[src/rtl/id_imm_stage.sv]
// Decode-stage front end: classifies the opcode, builds the immediate and queues
// decoded instructions in a 2-entry skid buffer with a registered in_ready.

module imm_generator (
  input  logic [31:7] inst,
  input  logic [2:0]  imm_sel,
  output logic [31:0] imm
);

  always_comb begin
    imm = '0;
    unique case (imm_sel)
      3'd0: imm = {{20{inst[31]}}, inst[31:20]};
      3'd1: imm = {{19{inst[31]}}, inst[31], inst[7], inst[30:25], inst[11:8], 1'b0};
      3'd2: imm = {inst[31:12], 12'b0};
      3'd3: imm = {{11{inst[31]}}, inst[31], inst[19:12], inst[20], inst[30:21], 1'b0};
      3'd4: imm = {{20{inst[31]}}, inst[31:25], inst[11:7]};
      default: imm = '0;
    endcase
  end

endmodule

module id_imm_stage #(
  parameter int unsigned XLEN = 32
) (
  input  logic            clk,
  input  logic            rst,
  input  logic            in_valid,
  output logic            in_ready,
  input  logic [31:0]     in_inst,
  input  logic [XLEN-1:0] in_pc,
  input  logic            flush,
  output logic            out_valid,
  input  logic            out_ready,
  output logic [31:0]     out_inst,
  output logic [XLEN-1:0] out_pc,
  output logic [31:0]     out_imm,
  output logic [2:0]      out_imm_sel,
  output logic            out_illegal
);

  localparam logic [6:0] OPC_LOAD   = 7'b0000011;
  localparam logic [6:0] OPC_OPIMM  = 7'b0010011;
  localparam logic [6:0] OPC_JALR   = 7'b1100111;
  localparam logic [6:0] OPC_BRANCH = 7'b1100011;
  localparam logic [6:0] OPC_LUI    = 7'b0110111;
  localparam logic [6:0] OPC_AUIPC  = 7'b0010111;
  localparam logic [6:0] OPC_JAL    = 7'b1101111;
  localparam logic [6:0] OPC_STORE  = 7'b0100011;
  localparam logic [6:0] OPC_OP     = 7'b0110011;

  typedef enum logic [1:0] {
    EMPTY,
    ONE,
    FULL
  } state_t;

  typedef struct packed {
    logic [31:0]     inst;
    logic [XLEN-1:0] pc;
    logic [31:0]     imm;
    logic [2:0]      imm_sel;
    logic            illegal;
  } entry_t;

  state_t      state;
  entry_t      head;
  entry_t      skid;
  entry_t      dec;
  logic        in_ready_q;
  logic        out_valid_q;

  logic [2:0]  dec_sel;
  logic        dec_has_imm;
  logic        dec_illegal;
  logic [31:0] gen_imm;
  logic        accept;
  logic        pop;

  always_comb begin
    dec_sel     = 3'd0;
    dec_has_imm = 1'b1;
    dec_illegal = 1'b0;
    unique case (in_inst[6:0])
      OPC_LOAD, OPC_OPIMM, OPC_JALR: dec_sel = 3'd0;
      OPC_BRANCH:                    dec_sel = 3'd1;
      OPC_LUI, OPC_AUIPC:            dec_sel = 3'd2;
      OPC_JAL:                       dec_sel = 3'd3;
      OPC_STORE:                     dec_sel = 3'd4;
      OPC_OP:                        dec_has_imm = 1'b0;
      default: begin
        dec_has_imm = 1'b0;
        dec_illegal = 1'b1;
      end
    endcase
  end

  imm_generator u_imm_generator (
    .inst    (in_inst[31:7]),
    .imm_sel (dec_sel),
    .imm     (gen_imm)
  );

  always_comb begin
    dec.inst    = in_inst;
    dec.pc      = in_pc;
    dec.imm     = dec_has_imm ? gen_imm : '0;
    dec.imm_sel = dec_sel;
    dec.illegal = dec_illegal;
  end

  assign accept = in_valid & in_ready_q;
  assign pop    = out_valid_q & out_ready;

  // in_ready/out_valid are kept as their own flops so neither depends on out_ready
  always_ff @(posedge clk) begin
    if (rst) begin
      state       <= EMPTY;
      head        <= '0;
      skid        <= '0;
      in_ready_q  <= 1'b1;
      out_valid_q <= 1'b0;
    end else if (flush) begin
      state       <= EMPTY;
      in_ready_q  <= 1'b1;
      out_valid_q <= 1'b0;
    end else begin
      unique case (state)
        EMPTY: begin
          if (accept) begin
            head        <= dec;
            state       <= ONE;
            out_valid_q <= 1'b1;
          end
        end
        ONE: begin
          if (accept && !pop) begin
            skid       <= dec;
            state      <= FULL;
            in_ready_q <= 1'b0;
          end else if (accept && pop) begin
            head <= dec;
          end else if (pop) begin
            state       <= EMPTY;
            out_valid_q <= 1'b0;
          end
        end
        FULL: begin
          if (pop) begin
            head       <= skid;
            state      <= ONE;
            in_ready_q <= 1'b1;
          end
        end
        default: begin
          state       <= EMPTY;
          in_ready_q  <= 1'b1;
          out_valid_q <= 1'b0;
        end
      endcase
    end
  end

  assign in_ready    = in_ready_q;
  assign out_valid   = out_valid_q;
  assign out_inst    = head.inst;
  assign out_pc      = head.pc;
  assign out_imm     = head.imm;
  assign out_imm_sel = head.imm_sel;
  assign out_illegal = head.illegal;

endmodule
[config.mk]
export PLATFORM = sky130hd
export DESIGN_NAME = id_imm_stage
export DESIGN_NICKNAME = d
export VERILOG_FILES = /design/src/rtl/id_imm_stage.sv
export SDC_FILE = /design/constraint.sdc
export NUM_CORES = 1
export LEC_CHECK = 0
export BUFFER_PORTS_ARGS = -buffer_cell sky130_fd_sc_hd__clkbuf_2
export CELL_PAD_IN_SITES_DETAIL_PLACEMENT = 0
export CELL_PAD_IN_SITES_GLOBAL_PLACEMENT = 1
export CORE_ASPECT_RATIO = 0.5
export CORE_UTILIZATION = 31
export DETAILED_ROUTE_END_ITERATION = 8
export GPL_TIMING_DRIVEN = 0
export PLACE_DENSITY_LB_ADDON = 0.1
export SYNTH_ARGS = -nofsm -noshare
export SYNTH_HDL_FRONTEND = slang
export SYNTH_HIERARCHICAL = 1
export SYNTH_SLANG_ARGS = --single-unit
export TNS_END_PERCENT = 10
[constraint.sdc]
create_clock -name clk -period 3.15 [get_ports clk]
set_input_delay 0.1575 -clock clk [delete_from_list [all_inputs] [get_ports clk]]
set_output_delay 0.1575 -clock clk [all_outputs]
set_load 0.05 [all_outputs]
# Word level (Yosys, flattened, before mapping)
# Cells that the tools add are included.
[classes]
eq_ne = 24
mux = 24
bitwise = 5
n_reduce_logical = 15
[ops]
columns = ["operator", "n"]
rows = [
  ["$mux 100", 4],
  ["$pmux 100 s3", 1],
  ["$pmux 32 s5", 1],
  ["$mux 32", 1],
  ["$eq 7x6->1 const B", 3],
  ["$eq 7x7->1 const B", 3],
  ["$eq 7x5->1 const B", 2],
  ["$ne 2x2->1 const B", 7],
  ["$pmux 3 s4", 1],
  ["$mux 2", 5],
  ["$reduce_or 9->1", 1],
  ["$mux 1", 8],
  ["$reduce_or 8->1", 1],
  ["$eq 7x2->1 const B", 1],
  ["$eq 3x2->1 const B", 2],
  ["$ne 3x3->1 const B", 2],
  ["$pmux 1 s3", 2],
  ["$pmux 2 s3", 1],
  ["$reduce_and 3->1", 2],
  ["$reduce_and 6->1", 1],
  ["$reduce_and 5->1", 1],
  ["$reduce_and 4->1", 1],
  ["$reduce_or 2->1", 2],
  ["$eq 3x1->1 const B", 1],
  ["10 further kinds", 14],
]
[word_totals]
register_bits = 204
input_bits = 69
output_inout_bits = 102
word_cells = 81

# Depth between registers and ports, before layout
[depth]
depth_word = 9
depth_mapped = 10
ltp_nobuf = 7

# Hierarchy
# The synthesis kept the hierarchy.
[modules_own_cells]
columns = ["mod", "n_inst", "cells_each", "area_each_um2"]
rows = [
  ["id_imm_stage", 1, 1048, 8175.3],
  ["imm_generator", 1, 78, 608.1],
]

# Least setup slack after synthesis
# Ideal clock, no wire load.
[synth_timing]
path_type = "in2reg"
startpoint = "in in_inst[3]"
endpoint = "reg head (netlist bit out_imm[0])"
setup_time_ns = 0.091
arrival_ns = 2.180
path_slack_ns = 0.879
path_stages = 8
path_buffers = 2
path_cell_list = "clkbuf_1 nor2_1 nor4b_1 clkbuf_2 mux2i_1 nor3_1 nand3_1 a311oi_1"
[synth_rtl]
columns = ["item", "line_no", "rtl"]
rows = [
  ["from (decl)", "31", "input logic [31:0] in_inst,"],
  ["to (signal assigned)", "151", "head <= skid;"],
  ["to (decl)", "68", "entry_t head;"],
]

==> results.md <==
* Status: finished, final reports clean
* Core Area at 27,800 um2
* Total power at 6.31 mW
* Post-synthesis register bit count at 204
* Pre-CTS WS at 0.572 ns
* Arr. time, crit path at 3.12 ns
* Finished Cell Area at 11,400 um2
* # hold bufs at CTS at 66
* CTS Root Cell: clkbuf_16
* Layout Utilization at 41.2%
* Port buffer count at 166
* Avg Cell Area, Syn at 7.80 um2
* Antenna-violating nets left at 0
* Placed cells at 1,675
* Lkg Pwr at 4.23 nW
* Die area at 29,100 um2
* Startpoint types: input port
* Worst Setup End Kind: flop
* Final nets at 1,451
* Avg WL per Cell at 17.8 um
* Pre-antenna DRT Iters at 6
* Most frequent CP cell: nand3_1
* Logic gate share of total power at 15.9%
* Slowest CP cell: a21oi_1
* Setup Skew at 0.0168 ns
* Pint at 4.46 mW
* Initial antenna violation count at 1
* Layout Cells excl Fill at 1,777
* Cts repair resizes at 0
* Fin. max-slew vios at 0
* Total GRT Usage at 21.7%
* Rows at 43
* Peak Freq at 369 MHz
* Commonest non-fill, non-tap cells in the layout: 335 x nand2_1, 204 x dfxtp_1, 167 x clkbuf_2, 110 x nor2_1, 104 x a21oi_1
* Final setup margin at 0.438 ns
* Clock share of power at 40.5%
* # IOs at 171
* Final hold viol count at 0
* Cell area after synthesis at 8780 um2
* CTS tree: done
* Post-synthesis sequential area ratio at 46.5%
* Largest net degree at the start of global routing at 14
* CP required at 3.56 ns
* Final setup viols at 0
* Area of placed instances at 10,100 um2
* Post-Syn Instances at 1,126
* Sw Share at 29.3%
* Area of the multi-input gates at 4160 um2
* DP Wirelength at 22,900 um
* P&R area growth vs syn at 30.4%
* Syn nets at 1,195
* Critical-path cell list: dlygate4sd3_1 > clkbuf_2 > nor2b_1 > nand3_1 > a21oi_1 > buf_4 > nand3b_1 > o211ai_1 > nand3_1 > a311oi_1
* Max_cap viols at 0
* Die W at 240 um
* CP peak stage delay at 0.71 ns
* Pin slew with the least headroom to its limit at 0.894 ns
* Sequential group share of total power at 43.6%
* Worst slew margin at 40.4%
* Die height at 121 um
* Number of global-route vias before repair at 8,453
* Ratio of final minimum period to clock period at 86.1%
* Post-CTS Setup Bufs at 0
* Cell Pwr Density at 551 nW/um2
* First-pass GRT wire length at 48,800 um
* Clock insertion delay at the later pin of the skew report at 0.51 ns
* Clock sink count at 204
* Commonest non-fill, non-tap cell in the layout: nand2_1
* Register area at 4080 um2
* # H-tree levels at 1
* CTS Buffer Depth at 3
* Ys flop type: dfxtp_1
* RSZ-0062 raised after global routing: no
* Total wire length at 31,700 um
* Post-synth EDFFs at 0
* Fillers at 2,919
* Final GP Congestion at 0.861
* CTS Buf Count at 21
* Residual DRC at 0
* Detailed-route via count at 8,941
* Crit Path Category: input port to flop
* Post-layout min period at 2.71 ns
* Hold Path Class: input port to flop
* Async S/R FF share, synth at 0%
* Switching power at 1.85 mW
* Netlist cell types at 44
* Layout cells sized above 1 at 18.7%
* Initial core utilization at 31.6%
* Reg clk slew, reported paths at 0.06 ns
* Grt total ovfl at 0
* Maximum vdd drop at 0.000310 V
* Vias per cell at 5.03
* Diodes inserted at 0
* 1st-iter DRT viols at 489
* Post-Route Setup TNS at 0 ns
* Yosys warnings at 6
* Max FO, Critical Path at 11
* Hold_ws at 0.0294 ns
[power by group through the flow]
stage / clock, mW / sequential (mW) / combinational [mW]
CTS: 2.63 / 2.75 / 1.01
floorplan: 0 / 3.12 / 0.320
global placement: 0 / 2.81 / 0.937
global route: 2.73 / 2.76 / 1.08
finish: 2.56 / 2.75 / 1.00
detailed placement: 0 / 2.81 / 0.941
[area by class of cell]
| class | instances | area share (%) |
|---|---|---|
| plain buffers | 108 | 4.63 |
| well taps | 382 | 4.17 |
| multi-input cells | 811 | 36.4 |
| clock inverters | 6 | 0.732 |
| repair buffers | 233 | 13.1 |
| flip-flops and latches | 204 | 35.7 |
| clock buffers | 30 | 5.23 |
| inverters | 3 | 0.0984 |
[layer usage]
metal / global-route usage, % / vias to the layer above / wire (um) / part of all wire, %
met3: 2.78 / 26 / 1050 / 3.3
met2: 35.1 / 174 / 14300 / 45
met1: 31.4 / 4311 / 16000 / 50
met4: 3.14 / 0 / 357 / 1.1
li1: - / 4430 / - / -
met5: 0 / - / 0 / 0
[cells by family after synthesis]
kind of cell / Yosys count / synth area share (%)
AO/OA/AOI/OAI: 241 / 19.2
XOR/XNOR: 1 / 0.0997
buffers and inverters: 111 / 6.17
flip-flops: 204 / 46.5
multiplexers: 7 / 0.798
AND/OR/NAND/NOR: 562 / 27.3
[registers in the layout, indices dropped and copies added, names as in the netlist]
name         count
in_ready         1
out_illegal      1
out_imm         32
out_imm_sel      3
out_inst        32
out_pc          32
out_valid        1
skid           100
state            2
[worst paths after layout]
path / from / end / slack [ns] / depth (start not counted)
setup / recovery: in_inst[5] / out_imm[11] / 0.44 / 10
hold / removal: in_valid / in_ready / 0.03 / 4
setup reg to reg: state[0] / out_imm[31] / 0.70 / 5
hold reg to reg: skid[9] / skid[9] / 0.45 / 2
[critical path: cells and delay by family]
kind	cells	cell delay (ns)
simple gates	4	0.57
compound gates	3	1.40
buf+inv	3	1.00
[Yosys cell counts, drive strengths merged (5+ instances only)]
cell type  count  share of area, %
nand3b        12               1.0
nand4bb        5              0.64
and2          10              0.71
buf           57               3.8
nand4b         5              0.50
a311oi        98               9.8
a21oi        105               6.0
nor2         113               5.0
nand2        335                14
clkbuf        51               2.2
dfxtp        204                46
nand3         66               3.8
mux2i          7              0.80
o211ai        16               1.4
o2bb2ai        9              0.97
(Power assumes the default switching activity.)
